`src/rtl/datamover_s2mm_framer.sv`:
```
// datamover_s2mm_framer
// Cuts a continuous 32-bit sample stream into fixed bursts of BURST_WORDS
// words for the DataMover S2MM write channel. For each burst it issues one
// command (address walking a ring of NUM_SLOTS slots from BASE_ADDR), then
// passes the burst data through with tlast on the final word. The status
// stream is always accepted and used to bound the number of outstanding
// commands and to count good and bad completions.
//
// Ports:
//   clk_in1, aresetn          clock, async active-low reset
//   enable                    start new bursts while high
//   s_axis_*                  sample input stream (tdata/tvalid/tready)
//   s_axis_s2mm_cmd_*         72-bit S2MM command stream
//   s_axis_s2mm_*             S2MM data stream (tdata/tkeep/tlast/tvalid/tready)
//   m_axis_s2mm_sts_*         8-bit S2MM status stream
//   burst_count               bursts completed with OKAY status
//   err_count                 bad statuses, saturating
//   outstanding               commands issued minus statuses received
module datamover_s2mm_framer #(
    parameter int unsigned BURST_WORDS     = 128,
    parameter logic [31:0] BASE_ADDR       = 32'hC000_0000,
    parameter int unsigned NUM_SLOTS       = 16,
    parameter int unsigned MAX_OUTSTANDING = 2
) (
    input  logic        clk_in1,
    input  logic        aresetn,
    input  logic        enable,
    input  logic [31:0] s_axis_tdata,
    input  logic        s_axis_tvalid,
    output logic        s_axis_tready,
    output logic [71:0] s_axis_s2mm_cmd_tdata,
    output logic        s_axis_s2mm_cmd_tvalid,
    input  logic        s_axis_s2mm_cmd_tready,
    output logic [31:0] s_axis_s2mm_tdata,
    output logic [3:0]  s_axis_s2mm_tkeep,
    output logic        s_axis_s2mm_tlast,
    output logic        s_axis_s2mm_tvalid,
    input  logic        s_axis_s2mm_tready,
    input  logic [7:0]  m_axis_s2mm_sts_tdata,
    input  logic        m_axis_s2mm_sts_tvalid,
    output logic        m_axis_s2mm_sts_tready,
    output logic [31:0] burst_count,
    output logic [15:0] err_count,
    output logic [3:0]  outstanding
);
    // BURST_WORDS >= 2, so CW >= 1 and word_cnt spans 0..BURST_WORDS-1.
    localparam int CW = $clog2(BURST_WORDS);
    localparam int SW = (NUM_SLOTS > 1) ? $clog2(NUM_SLOTS) : 1;
    localparam logic [CW-1:0] LAST_WORD  = CW'(BURST_WORDS - 1);
    localparam logic [SW-1:0] LAST_SLOT  = SW'(NUM_SLOTS - 1);
    localparam logic [31:0]   SLOT_BYTES = 32'(4 * BURST_WORDS);
    localparam logic [22:0]   BTT        = 23'(4 * BURST_WORDS);
    localparam logic [3:0]    MAX_OUT    = 4'(MAX_OUTSTANDING);

    typedef enum logic [1:0] {IDLE, CMD, DATA} state_t;

    state_t        state, state_next;
    logic [SW-1:0] slot;
    logic [3:0]    tag;
    logic [3:0]    exp_tag;
    logic [CW-1:0] word_cnt;
    logic          in_data, last_word;
    logic          start, cmd_hs, data_hs, sts_hs, sts_err;
    logic [31:0]   saddr;

    // Gate on registered outstanding so status never reaches cmd_tvalid
    // combinationally.
    assign start     = enable && (outstanding < MAX_OUT);
    assign cmd_hs    = s_axis_s2mm_cmd_tvalid && s_axis_s2mm_cmd_tready;
    assign data_hs   = s_axis_s2mm_tvalid && s_axis_s2mm_tready;
    assign sts_hs    = m_axis_s2mm_sts_tvalid && m_axis_s2mm_sts_tready;
    assign last_word = (word_cnt == LAST_WORD);
    assign saddr     = BASE_ADDR + 32'(slot) * SLOT_BYTES;

    assign sts_err = !m_axis_s2mm_sts_tdata[7] || (m_axis_s2mm_sts_tdata[6:4] != 3'b000) ||
                     (m_axis_s2mm_sts_tdata[3:0] != exp_tag) || (outstanding == 4'd0);

    // State register
    always_ff @(posedge clk_in1 or negedge aresetn) begin
        if (!aresetn) state <= IDLE;
        else          state <= state_next;
    end

    // Next-state logic
    always_comb begin
        state_next = state;
        case (state)
            IDLE:    if (start) state_next = CMD;
            CMD:     if (cmd_hs) state_next = DATA;
            DATA:    if (data_hs && last_word) state_next = IDLE;
            default: state_next = IDLE;
        endcase
    end

    // Outputs: zero-latency data pass-through while in DATA only
    always_comb begin
        in_data            = (state == DATA);
        s_axis_s2mm_tvalid = in_data && s_axis_tvalid;
        s_axis_tready      = in_data && s_axis_s2mm_tready;
        s_axis_s2mm_tlast  = in_data && last_word;
        s_axis_s2mm_tdata  = s_axis_tdata;
        s_axis_s2mm_tkeep  = 4'hF;
    end

    // Command is latched on the IDLE->CMD transition and held until accepted.
    always_ff @(posedge clk_in1 or negedge aresetn) begin
        if (!aresetn) begin
            s_axis_s2mm_cmd_tdata  <= '0;
            s_axis_s2mm_cmd_tvalid <= 1'b0;
        end else if (state == IDLE && start) begin
            s_axis_s2mm_cmd_tdata  <= {4'h0, tag, saddr, 1'b0, 1'b1, 6'h00, 1'b1, BTT};
            s_axis_s2mm_cmd_tvalid <= 1'b1;
        end else if (cmd_hs) begin
            s_axis_s2mm_cmd_tvalid <= 1'b0;
        end
    end

    always_ff @(posedge clk_in1 or negedge aresetn) begin
        if (!aresetn) begin
            slot <= '0;
            tag  <= 4'd0;
        end else if (cmd_hs) begin
            slot <= (slot == LAST_SLOT) ? '0 : slot + 1'b1;
            tag  <= tag + 4'd1;
        end
    end

    always_ff @(posedge clk_in1 or negedge aresetn) begin
        if (!aresetn)     word_cnt <= '0;
        else if (data_hs) word_cnt <= last_word ? '0 : word_cnt + 1'b1;
    end

    // Status side
    always_ff @(posedge clk_in1 or negedge aresetn) begin
        if (!aresetn) begin
            m_axis_s2mm_sts_tready <= 1'b0;
            exp_tag                <= 4'd0;
            burst_count            <= '0;
            err_count              <= '0;
        end else begin
            m_axis_s2mm_sts_tready <= 1'b1;
            if (sts_hs) begin
                exp_tag <= exp_tag + 4'd1;
                if (sts_err) begin
                    if (err_count != 16'hFFFF) err_count <= err_count + 16'd1;
                end else begin
                    burst_count <= burst_count + 32'd1;
                end
            end
        end
    end

    // A status with nothing outstanding must not underflow the counter.
    always_ff @(posedge clk_in1 or negedge aresetn) begin
        if (!aresetn) begin
            outstanding <= 4'd0;
        end else begin
            case ({cmd_hs, sts_hs && (outstanding != 4'd0)})
                2'b10:   outstanding <= outstanding + 4'd1;
                2'b01:   outstanding <= outstanding - 4'd1;
                default: outstanding <= outstanding;
            endcase
        end
    end
endmodule

```
`config.mk`:
```
export PLATFORM = sky130hd
export DESIGN_NAME = datamover_s2mm_framer
export DESIGN_NICKNAME = d
export VERILOG_FILES = /design/src/rtl/datamover_s2mm_framer.sv
export SDC_FILE = /design/constraint.sdc
export NUM_CORES = 1
export LEC_CHECK = 0
export CORE_AREA = 2 2 119 121
export CTS_BUF_LIST = sky130_fd_sc_hd__clkbuf_8
export DETAILED_ROUTE_END_ITERATION = 7
export DIE_AREA = 0 0 121 123
export PLACE_DENSITY = 0.7
export SLEW_MARGIN = 20
export SYNTH_ARGS = -nofsm -noshare
export SYNTH_HDL_FRONTEND = slang
export SYNTH_SLANG_ARGS = --single-unit
```
`constraint.sdc`:
```
create_clock -name clk_in1 -period 2.7 [get_ports clk_in1]
set_input_delay 0.54 -clock clk_in1 [delete_from_list [all_inputs] [get_ports clk_in1]]
set_output_delay 0.54 -clock clk_in1 [all_outputs]
set_load 0.03 [all_outputs]
```
==> results.tsv <==
metric	value	unit
hold_class	input port to asynchronous set/reset pin	
maxSlewViolCount	0	
die_h	123	µm
num_vias	3142	
cts_root_buffer	clkbuf_8	
wl_met3	576	µm
cts_tree	built	
core_area	0.01361	mm²
drv_cap	0	
grt_max_degree	44	
ys.flop_type	dfrtp_1	
clock-sinks	84	
ys_warn_count	0	
hold_viol	0	
grt_pass1_wl	14.63	mm
clock_latency	0.36	ns
row_count	43	
portBuffers	84	
drive_above_1_share	8.772	%
critPathArrivalTime	1.85	ns
fin_crit_sh	88.37	%
preCtsSetupSlack	-0.01374	ns
critical_path_class	flop to primary output	
cp_data_required_time	2.16	ns
ys_types	45	
dr.max_layer_used	met4	
fmax	419.1	MHz
syn_area	0.004682	mm²
route.detailed.drc	0	
clockBufferDepth	2	
first_global_vias	3040	
antenna_found_initial	0	
postRouteAntennaNets	0	
fin_nets	564	
min_period	2.386	ns
status	completed	
final_cell_count_no_fill	693	
globalRouteOverflowTotal	0	
synth-edff-count	0	
drt-pass1-iter-count	4	
chipWidth	121	µm
area_growth	17.00	%
end_kind	primary output	
met2_length	4.456	mm
rsz0062_at_grt	false	
yosysSeqAreaShare	44.90	%
num_antenna_cells	0	
async_reset_ff_share	100.0	%
drt-total-wl	8.898	mm
cp_max_fo	5	
via_per_inst	4.534	
setup-violations-final	0	
ff2ff_setup_slack	0.40	ns
wl_met1	3.710	mm
r2r_end	outstanding[2]$_DFFE_PN0P_	
skew	0.01377	ns
dp_cells	677	
start_kind	flop	
synth_seq_cells	84	
grt_util_all_layers	12.40	%
globalplace.congestion	0.7956	
clk_pin_slew_worst_paths	0.09	ns
slew_headroom	61.43	%
power.leakage	2.415	nW
worstRegToRegCells	9	
power_density	738.7	mW/mm²
timing.rr.start	outstanding[1]$_DFFE_PN0P_	
finalWorstSetupSlack	0.3140	ns
routedWlPerCell	12.84	µm
io_pins	212	
htreeDepth	3	
synth_area_per_cell	10.43	µm²
ctsHoldBuffers	0	
vdd_drop_max	0.4719	mV
start_util	34.40	%
dp_hpwl	6.803	mm
cts_inserted_buffers	9	
worstMarginPinSlew	0.5732	ns
first_iter_violations	129	
syn_inst	449	
die-area	0.01488	mm²
[cell usage in the layout (no fill, tap or decap), types with 3 or more instances in the layout]
master / Yosys / routed
nand2_1: 33 / 33
xor2_1: 13 / 13
dfrtp_1: 84 / 84
buf_4: 101 / 8
a21oi_1: 6 / 6
clkbuf_8: 0 / 9
o21ai_0: 9 / 9
nor3_1: 7 / 7
clkdlybuf4s50_1: 0 / 82
nor2_1: 12 / 12
mux2_2: 11 / 11
nor3b_1: 3 / 3
conb_1: 2 / 64
and2_1: 7 / 7
xnor2_1: 48 / 48
nor2b_1: 3 / 3
nand4_1: 19 / 19
nand3_1: 29 / 29
ha_1: 9 / 9
inv_1: 4 / 5
and4_1: 4 / 4
and3_1: 12 / 12
[power breakdown]
| part | internal [W] | switching (W) |
|---|---|---|
| sequential | 0.00149 | 0.000285 |
| combinational | 0.000590 | 0.000794 |
| clock | 0.000424 | 0.000459 |
[flip-flops by register name, summed over array words and instances, names as in the netlist, 4 cells and up]
name	flops
burst_count	32
err_count	16
exp_tag	4
outstanding	4
s_axis_s2mm_cmd_tdata	9
slot	4
tag	4
word_cnt	7
[critical path, cell delays in order (launching register included)]
cell           delay [ns]
dfrtp_1              0.41
and4_1               0.23
nand3_1              0.17
nor3b_1              0.25
dlygate4sd2_1        0.43
[cells by family after synthesis]
logic type | after synthesis | synth area share [%]
other | 2 | 0.1604
AOI/OAI and AO/OA | 23 | 2.966
xor gates and xnor gates | 62 | 11.76
adders and majority gates | 9 | 2.405
and+or+nand+nor | 144 | 17.56
muxes | 13 | 3.100
DFF | 84 | 44.90
buffers and inverters | 112 | 17.16
[worst max path at each step]
stage / start / endpoint / slack (ns)
finish: word_cnt[2]$_DFFE_PN0N_ / s_axis_s2mm_tlast / 0.31
global route: word_cnt[2]$_DFFE_PN0N_ / s_axis_s2mm_tlast / 0.15
CTS: word_cnt[2]$_DFFE_PN0N_ / s_axis_s2mm_tlast / 0.28
detailed placement: m_axis_s2mm_sts_tdata[5] / burst_count[28]$_DFFE_PN0P_ / -0.01
global placement: m_axis_s2mm_sts_tdata[5] / burst_count[30]$_DFFE_PN0P_ / 0.05
floorplan: s_axis_s2mm_cmd_tvalid$_DFFE_PN0P_ / outstanding[2]$_DFFE_PN0P_ / 0.33
[routing by layer]
metal	track usage, %	up-vias
li1	-	1475
met1	15.31	1549
met2	20.33	102
met3	3.598	16
met4	5.233	0
met5	0	-
[through the flow]
| stage | util [%] | instance area [µm²] | hold slack, ns | TNS [ns] | power, W |
|---|---|---|---|---|---|
| after floorplan | - | 4915 | 0.2444 | 0 | 0.002855 |
| after global placement | 38.84 | 5286 | 0.4645 | 0 | 0.003153 |
| after detailed placement | 38.84 | 5286 | 0.4708 | -0.01609 | 0.003210 |
| after CTS | 40.24 | 5478 | 0.1559 | 0 | 0.004109 |
| after global routing | 40.24 | 5478 | 0.1707 | 0 | 0.004301 |
| final | 40.24 | 5478 | 0.1569 | 0 | 0.004046 |
[synthesized netlist by cell type (6+ instances only)]
cell	n	area, µm²
xor2_1	13	113.9
buf_4	101	758.2
nor2_1	12	45.04
and3_1	12	75.07
nand2_1	33	123.9
nor3_1	7	35.03
nand3_1	29	145.1
ha_1	9	112.6
a21oi_1	6	30.03
o21ai_0	9	45.04
xnor2_1	48	420.4
and2_1	7	43.79
nand4_1	19	118.9
mux2_2	11	123.9
dfrtp_1	84	2102
[cell type report]
class                      instances  area (µm²)
clock inverter                     7       68.82
clock buffer                       9       123.9
sequential                        84        2102
fill                            1326        8134
tap                              180       225.2
multi-input combinational        315        2009
inverter                           5       18.77
timing repair buffer              93       929.6
[timing repair]
item / CTS / global route
buffers inserted: 0 / 0
gates resized for setup: 1 / 0
setup endpoints to repair: 1 / 0
hold endpoints to repair: 0 / 0
(Power assumes the default switching activity.)
==> patch: new RTL, config.mk and constraints unchanged <==
Set the parameter `NUM_SLOTS` to 32 (it was 16).
--- a/src/rtl/datamover_s2mm_framer.sv
+++ b/src/rtl/datamover_s2mm_framer.sv
@@ -19,7 +19,7 @@
 module datamover_s2mm_framer #(
     parameter int unsigned BURST_WORDS     = 128,
     parameter logic [31:0] BASE_ADDR       = 32'hC000_0000,
-    parameter int unsigned NUM_SLOTS       = 16,
+    parameter int unsigned NUM_SLOTS       = 32,
     parameter int unsigned MAX_OUTSTANDING = 2
 ) (
     input  logic        clk_in1,
Behaviour: same outputs for any inputs over 10 cycles, from zero or initial values and one cycle with aresetn low; that may be too few to reach the edited logic, so the function may still have changed.
==> patch against the original RTL <==
Routed wire length rose by 2.1%; combinational power is 8% higher; power increased by 5.5%; hold slack worse by 0.031 ns; worst setup slack lost 0.054 ns; synthesized area rose by 1.8%; global-route usage increased by 0.27 points; sequential cell count is 2 higher; maximum frequency down 2.2%; cell area up 2.0%; largest power group unchanged.
==> patch: results (changes against the original RTL) <==
| Metric | Value |
|---|---|
| Leakage power | 2.48 nW (+2.7%) |
| RD Place Congestion | 0.836 (+5.1%) |
| Non-CTS buffers | 94 (+1.1%) |
| Inst Count DP | 685 (+1.2%) |
| Clock sinks | 86 (+2.4%) |
| Routed metal-1 wirelength | 3900 um (+5.1%) |
| Layout non-clock buf frac | 16.6% (-0.37 points) |
| Top cells by area, synth | dfrtp_1 (45%), buf_4 (15%), xnor2_1 (7.0%) |
| First-pass GRT wire length | 14900 um (+1.9%) |
| Least-Margin Pin Slew | 0.550 ns (-0.0233 ns) |
| Area Overhead vs Synth | 17.2% |
| Count of cell types in the netlist | 43 (-4.4%) |
| Final WL | 9090 um (+2.1%) |
| Status | finished, final reports clean |
| Fillers | 1321 (-0.38%) |
| Iteration-0 DRC Markers | 130 (+0.78%) |
| Critical path endpoint | s_axis_s2mm_tvalid |
| PnR worst setup slack | 0.260 ns (-0.0542 ns) |
| Pint | 2.64 mW (+5.2%) |
| Fin Hold WS | 0.126 ns (-0.0309 ns) |
| Avg Cell Area, Syn | 10.5 um2 (+0.23%) |
| Clock buffer cells | 10 (+1) |
| DPL Wire Length | 6810 um (+0.17%) |
| WP data arrival | 1.90 ns (+0.05 ns) |
| Register area | 0.00215 mm2 (+2.4%) |
| Clk slew on worst S/H paths | 0.09 ns (about the same) |
| Vias in the first global route | 3083 (+1.4%) |
| Post-CTS Setup Inserts | 0 (unchanged) |
| Peak supply drop | 0.000677 V (+44%) |
| Uppermost layer routed | met4 |
| WL met2 | 4450 um (about the same) |
| Port Buffers | 85 (+1.2%) |
| Met3 wire length | 598 um (+3.8%) |
| R2R Path End | outstanding[3] |
| Footprint of the multi-input gates | 0.00205 mm2 (+2.2%) |
| Register area share after synthesis | 45.2% (+0.26 points) |
| Dpl ws | 0.0419 ns (+0.0556 ns) |
| Area fraction of clock buffers and clock inverters | 3.72% (+0.20 points) |
| WL/cell | 13.0 um (+0.97%) |
| Tot GR Track Use | 12.7% (+0.27 points) |
| Post-place instance area | 0.00538 mm2 (+1.8%) |
| CP startpoint | state[0] |
| Final Skew | 0.00654 ns (-0.00723 ns) |
| Largest net degree at the start of global routing | 50 (+14%) |
| Multi-In Gates | 320 (+1.6%) |
| Layout cells sized above 1 | 10.4% (+1.6 points) |
| Grt met3 use | 4.20% (+0.60 points) |
| Met1 GRT Util | 15.2% (-0.081 points) |
| Largest registers | burst_count (32), err_count (16), s_axis_s2mm_cmd_tdata (10) |
| Nets | 573 (+1.6%) |
| Via Count | 3218 (+2.4%) |
| List of most frequent post-synthesis cells | buf_4 (98), dfrtp_1 (86), xnor2_1 (38) |
| Pre-antenna DRT Iters | 4 (unchanged) |
| Worst-case reg-to-reg path depth | 8 (-1) |
| Fraction of area in multi-input gates | 36.8% (+0.10 points) |
| GR Util met2 | 20.9% (+0.56 points) |
patch: kinds of logic (layout without fill, tap and decap cells):
logic type               count (synthesis)  after routing  synth area share, %
multiplexers                            17             17                 3.99
other                                    2             63                0.158
flip-flops                              86             86                 45.2
AO/OA/AOI/OAI                           19             19                 2.18
XOR/XNOR                                63             63                 11.6
adder cells (fa/ha/maj)                 10             10                 2.63
AND/OR/NAND/NOR                        148            148                 17.8
buffers and inverters                  111            115                 16.5
patch: power by group through the flow:
stage / registers, mW / clock network (mW) / logic (mW)
2_1_floorplan: 2.06 / 0 / 0.903
3_3_place_gp: 1.84 / 0 / 1.47
3_5_place_dp: 1.86 / 0 / 1.50
4_1_cts: 1.84 / 0.986 / 1.51
5_1_grt: 1.88 / 1.05 / 1.61
6_report: 1.83 / 0.943 / 1.49
patch: worst max-delay path, stage by stage (launching register included):
cell and delay [ns]:
dfrtp_1 0.42, nor2b_1 0.27, and2_1 0.18, clkdlybuf4s50_1 0.67
